$ cat src/rtl/fifo_stream_reader_if.sv
// Handshake bundle between a show-ahead FIFO read port, the stream reader and
// the downstream stream consumer.
interface fifo_stream_reader_if #(
   parameter int WIDTH = 8,
   parameter int CNTW  = 16
);
   logic [WIDTH-1:0] fifo_data;
   logic             fifo_empty;
   logic             fifo_req;
   logic [WIDTH-1:0] o_dat;
   logic             o_val;
   logic             o_sop;
   logic             o_eop;
   logic             o_rdy;
   logic [CNTW-1:0]  o_pkt_cnt;

   modport master (
      input  fifo_data, fifo_empty, o_rdy,
      output fifo_req, o_dat, o_val, o_sop, o_eop, o_pkt_cnt
   );

   modport slave (
      output fifo_data, fifo_empty, o_rdy,
      input  fifo_req, o_dat, o_val, o_sop, o_eop, o_pkt_cnt
   );
endinterface

$ cat src/rtl/fifo_stream_reader.sv
// Show-ahead FIFO read port to registered valid/ready stream with sop/eop
// framing every PKTLEN words and a completed-packet counter.
module fifo_stream_reader #(
   parameter int WIDTH  = 8,
   parameter int PKTLEN = 4,
   parameter int CNTW   = 16
) (
   input  logic                 clk,
   input  logic                 reset,
   fifo_stream_reader_if.master bus
);
   localparam int IDXW = (PKTLEN > 1) ? $clog2(PKTLEN) : 1;
   localparam int ENTW = WIDTH + 2;

   // Buffer entries are {data, sop, eop}; head_p0 drives the stream, skid_p1 absorbs backpressure.
   logic [ENTW-1:0] head_p0;
   logic [ENTW-1:0] skid_p1;
   logic [ENTW-1:0] in_ent;
   logic [1:0]      fill;
   logic [IDXW-1:0] idx;
   logic [CNTW-1:0] pkt_cnt;
   logic            push;
   logic            pop;
   logic            in_sop;
   logic            in_eop;

   // Request depends only on registered fill and the FIFO's registered empty flag.
   assign push     = ~reset & ~bus.fifo_empty & (fill != 2'd2);
   assign pop      = (fill != 2'd0) & bus.o_rdy;
   assign in_sop   = (idx == '0);
   assign in_eop   = (idx == IDXW'(PKTLEN - 1));
   assign in_ent   = {bus.fifo_data, in_sop, in_eop};

   assign bus.fifo_req  = push;
   assign bus.o_val     = (fill != 2'd0);
   assign bus.o_dat     = head_p0[ENTW-1:2];
   assign bus.o_sop     = head_p0[1];
   assign bus.o_eop     = head_p0[0];
   assign bus.o_pkt_cnt = pkt_cnt;

   always_ff @(posedge clk) begin
      if (reset) begin
         head_p0 <= '0;
         skid_p1 <= '0;
         fill    <= 2'd0;
         idx     <= '0;
         pkt_cnt <= '0;
      end else begin
         if (push) begin
            idx <= in_eop ? '0 : idx + 1'b1;
         end

         case ({push, pop})
            2'b10: begin
               fill <= fill + 2'd1;
               if (fill == 2'd0) begin
                  head_p0 <= in_ent;
               end else begin
                  skid_p1 <= in_ent;
               end
            end
            2'b01: begin
               fill <= fill - 2'd1;
               if (fill == 2'd2) begin
                  head_p0 <= skid_p1;
               end
            end
            // Push and pop together only happen at fill == 1: new word replaces head.
            2'b11: begin
               head_p0 <= in_ent;
            end
            default: begin
            end
         endcase

         if (pop && head_p0[0]) begin
            pkt_cnt <= pkt_cnt + 1'b1;
         end
      end
   end
endmodule

$ cat src/flat_wrapper.sv
// flat-port wrapper written by rule: the top's interface ports become plain ports
module fifo_stream_reader_flat 
#(
   parameter int WIDTH  = 8,
   parameter int PKTLEN = 4,
   parameter int CNTW   = 16
)
  (clk, reset, bus_fifo_data, bus_fifo_empty, bus_o_rdy, bus_fifo_req, bus_o_dat, bus_o_val, bus_o_sop, bus_o_eop, bus_o_pkt_cnt);
  fifo_stream_reader_if #(.WIDTH(WIDTH), .CNTW(CNTW)) bus_i ();
  input  logic clk;
  input  logic reset;
  input wire logic [$bits(bus_i.fifo_data)-1:0] bus_fifo_data;
  input wire logic [$bits(bus_i.fifo_empty)-1:0] bus_fifo_empty;
  input wire logic [$bits(bus_i.o_rdy)-1:0] bus_o_rdy;
  output wire logic [$bits(bus_i.fifo_req)-1:0] bus_fifo_req;
  output wire logic [$bits(bus_i.o_dat)-1:0] bus_o_dat;
  output wire logic [$bits(bus_i.o_val)-1:0] bus_o_val;
  output wire logic [$bits(bus_i.o_sop)-1:0] bus_o_sop;
  output wire logic [$bits(bus_i.o_eop)-1:0] bus_o_eop;
  output wire logic [$bits(bus_i.o_pkt_cnt)-1:0] bus_o_pkt_cnt;
  assign bus_i.fifo_data = bus_fifo_data;
  assign bus_i.fifo_empty = bus_fifo_empty;
  assign bus_i.o_rdy = bus_o_rdy;
  assign bus_fifo_req = bus_i.fifo_req;
  assign bus_o_dat = bus_i.o_dat;
  assign bus_o_val = bus_i.o_val;
  assign bus_o_sop = bus_i.o_sop;
  assign bus_o_eop = bus_i.o_eop;
  assign bus_o_pkt_cnt = bus_i.o_pkt_cnt;
  fifo_stream_reader #(.WIDTH(WIDTH), .PKTLEN(PKTLEN), .CNTW(CNTW)) u_core (.clk(clk), .reset(reset), .bus(bus_i));
endmodule
$ cat config.mk
export PLATFORM = sky130hd
export DESIGN_NAME = fifo_stream_reader_flat
export DESIGN_NICKNAME = d
export VERILOG_FILES = /design/src/rtl/fifo_stream_reader_if.sv /design/src/rtl/fifo_stream_reader.sv /design/src/flat_wrapper.sv
export SDC_FILE = /design/constraint.sdc
export NUM_CORES = 1
export LEC_CHECK = 0
export BUFFER_PORTS_ARGS = -buffer_cell sky130_fd_sc_hd__buf_2
export CORE_MARGIN = 5
export CORE_UTILIZATION = 52
export CTS_CLUSTER_SIZE = 40
export DETAILED_ROUTE_END_ITERATION = 10
export GPL_TIMING_DRIVEN = 0
export PLACE_DENSITY = 0.88
export SLEW_MARGIN = 5
export SYNTH_ARGS = -nofsm -noshare
export SYNTH_HDL_FRONTEND = slang
export SYNTH_SLANG_ARGS = --single-unit
$ cat constraint.sdc
create_clock -name clk -period 4.5 [get_ports clk]
set_clock_uncertainty 0.05 [all_clocks]
set_input_delay 0.225 -clock clk [delete_from_list [all_inputs] [get_ports clk]]
set_output_delay 0.225 -clock clk [all_outputs]
set_load 0.02 [all_outputs]
==> impl_metrics.yaml <==
timing:
  slew_viol_final: 0
  setup_viol: 0
  worstMarginPinSlew_ns: 0.6416
  fin_tns_setup_ns: 0
  finalHoldViolCount: 0
  period_minus_slack_ns: 1.878
  fin_crit_sh_pct: 41.72
  rsz0062_at_grt: "false"
  holdWs_ns: 0.05244
  max_slew_margin_pct: 56.99
  clock.fmax_mhz: 532.6
cts:
  clock_sinks: 40
  cts_buffer_depth: 2
  cts-resized-gates: 0
  cts_buffers: 5
  clock_tree.htree_level_count: 2
  insertion_delay_ns: 0.35
  hold_buffers: 0
  clock-root-buffer: "clkbuf_4"
  cts_tree: "done"
  clk_pin_slew_worst_paths_ns: 0.13
  postCtsSetupRepairBufs: 0
route:
  wl_per_cell_um: 12.90
  drt_wl_total_um: 3972
  remaining_drc_errors: 0
  ant_nets: 0
  drtIter0Drc: 86
  routed_via_density: 5.360
  firstDrtPassIters: 4
  vias: 1651
placed_design:
  dp_cells: 300
  gp_congestion: 0.7611
  portBuffers: 36
  dp_hpwl_um: 2800
setup_path:
  critical_path.startpoint_type: "flop"
  r2r-start: "u_core.fill[0]"
  cp_max_fo: 9
  critical-path-top-delay-family: "simple AND/OR/NAND/NOR gates"
  arrival_ns: 1.60
  path_cells: "buf_4 -> nor2b_1 -> or3_1 -> inv_1 -> buf_2"
  worstSetupPathType: "reg -> out"
  crit_path_start: "u_core.fill[1]"
  cpMaxStageDelayCell: "or3_1"
  critPathMaxStageDelay_ns: 0.33
  worstPathRequired_ns: 4.22
  critPathCaptureType: "output pin"
  path_buf_inv: 3
synthesis:
  synth.distinct_cells: 36
  syn_nets: 233
  synth_common_cells: "43 x nand2_1, 40 x dfxtp_1, 25 x nor2_1"
  synth_area_leaders: "dfxtp_1 44%, nand2_1 8.9%, nor2_1 5.2%, a311oi_1 4.8%, a21oi_1 4.7%"
  syn_area_um2: 1809
  synth_top_area_share_pct: 44.26
  yosys.area.top_type: "dfxtp_1"
  synth_edf_count: 0
  synth.avg_cell_area_um2: 8.299
  yosysWarnings: 0
  ys_ff_latch: 40
  synth-seq-area-share_pct: 44.26
  async_flop_share_pct: 0
  synthCells: 218
  yosysMostFrequentCell: "nand2_1"
  synth_ff_type: "dfxtp_1"
global_route:
  grt_max_degree: 14
  met1_usage_pct: 22.32
  antenna_found_initial: 0
  grt_pass1_vias: 1574
  grtUsageTotal_pct: 19.18
  met3_usage_pct: 5.835
  grt_first_pass_wirelength_um: 6775
  met2_usage_pct: 32.38
  top_usage_layer: "met2"
  grt_overflow_total: 0
hold_path:
  hp-start: "bus_fifo_data[4]"
  hold_class: "in -> reg"
finish:
  area_growth_pct: 16.81
  fin_nets: 276
  antenna_cells: 0
  fin_cells: 308
  layout-drive-gt1-share_pct: 21.76
job:
  cap_violations: 0
floorplan:
  initial_core_util_pct: 53.79
  coreArea_um2: 3363
  pin_count: 40
  num_rows: 21
  die-area_um2: 4759
  die_w_um: 68.99
  dieHeight_um: 68.99
power:
  irDropWorstVdd_v: 0.0002079
  powerDensity_nw_per_um2: 318.1
  leakage_nw: 0.8927
run_status:
  status: "complete, no violations"
-- metrics by stage --
step | setup WS, ns | utilization (%) | cell area, µm² | power [W]
CTS | 2.618 | 62.83 | 2113 | 0.0006756
finish | 2.622 | 62.83 | 2113 | 0.0006721
global placement | 2.834 | 60.86 | 2047 | 0.0004749
detailed placement | 2.803 | 60.86 | 2047 | 0.0004781
global route | 2.491 | 62.83 | 2113 | 0.0007058
floorplan | 2.906 | - | 1809 | 0.0004488
-- layout by cell type, fill, tap and decap left out, types with 2 or more instances in the layout --
cell,count
a311oi_1,10
clkbuf_1,6
buf_2,38
o21ai_0,6
a21oi_1,17
xor2_1,9
clkinvlp_4,2
nand3_1,5
and2_1,2
buf_4,3
ha_1,3
or2_2,2
and4_1,2
nand2_1,43
o31ai_1,3
nor2_1,25
or3_1,7
clkbuf_4,5
clkbuf_2,2
nor3b_1,2
nand4_1,6
inv_1,4
nor2b_1,3
and3_1,3
dfxtp_1,40
-- kinds of logic after synthesis --
logic type | count (synthesis) | share of synthesized area [%]
and+or+nand+nor | 105 | 27.87
AOI/OAI and AO/OA | 41 | 15.35
DFF | 40 | 44.26
buffers and inverters | 18 | 5.048
xor gates and xnor gates | 10 | 4.841
adders and majority gates | 3 | 2.075
muxes | 1 | 0.5533
-- worst reg2reg max path: cells and delay by family, from the launching register on --
kind / cells / cell delay, ns
and+or+nand+nor: 2 / 0.65
AOI/OAI and AO/OA: 2 / 0.43
DFF: 1 / 0.38
buffers and inverters: 1 / 0.17
-- path summary, 6_finish.rpt --
check | depth (start not counted) | to | slack [ns]
worst min-delay path | 3 | u_core.skid_p1[6] | 0.05
worst max-delay path | 5 | bus_fifo_req | 2.62
worst min register to register | 2 | u_core.skid_p1[8] | 0.41
worst max register to register | 5 | u_core.head_p0[4] | 2.74
-- sequential cells by signal, summed over array words and instances, names as in the netlist --
name and flops:
u_core.head_p0 10, u_core.fill 2, u_core.bus.o_pkt_cnt 16, u_core.skid_p1 10, u_core.idx 2
-- final cells by class --
class | count | area (µm²)
fillers | 336 | 1250
multi-input cells | 160 | 917.1
flip-flops and latches | 40 | 800.8
repair buffers | 36 | 180.2
plain buffers | 14 | 76.32
well taps | 46 | 57.56
clock buffers | 6 | 51.30
clock inverters | 2 | 15.01
inverters | 4 | 15.01
-- power breakdown --
| group | total, W | internal, W | switching [W] | leakage (nW) |
|---|---|---|---|---|
| clock network | 0.000202 | 0.0000759 | 0.000126 | 0.0305 |
| registers | 0.000377 | 0.000368 | 0.00000822 | 0.325 |
| logic | 0.0000936 | 0.0000337 | 0.0000598 | 0.537 |
| total | 0.000672 | 0.000478 | 0.000194 | 0.893 |
-- layer usage --
layer / routed length (µm) / up-vias
met5: 0 / -
met3: 252 / 6
met1: 1774 / 759
met2: 1890 / 43
li1: - / 843
met4: 55 / 0
No activity file was read; power rests on OpenSTA's default activity.
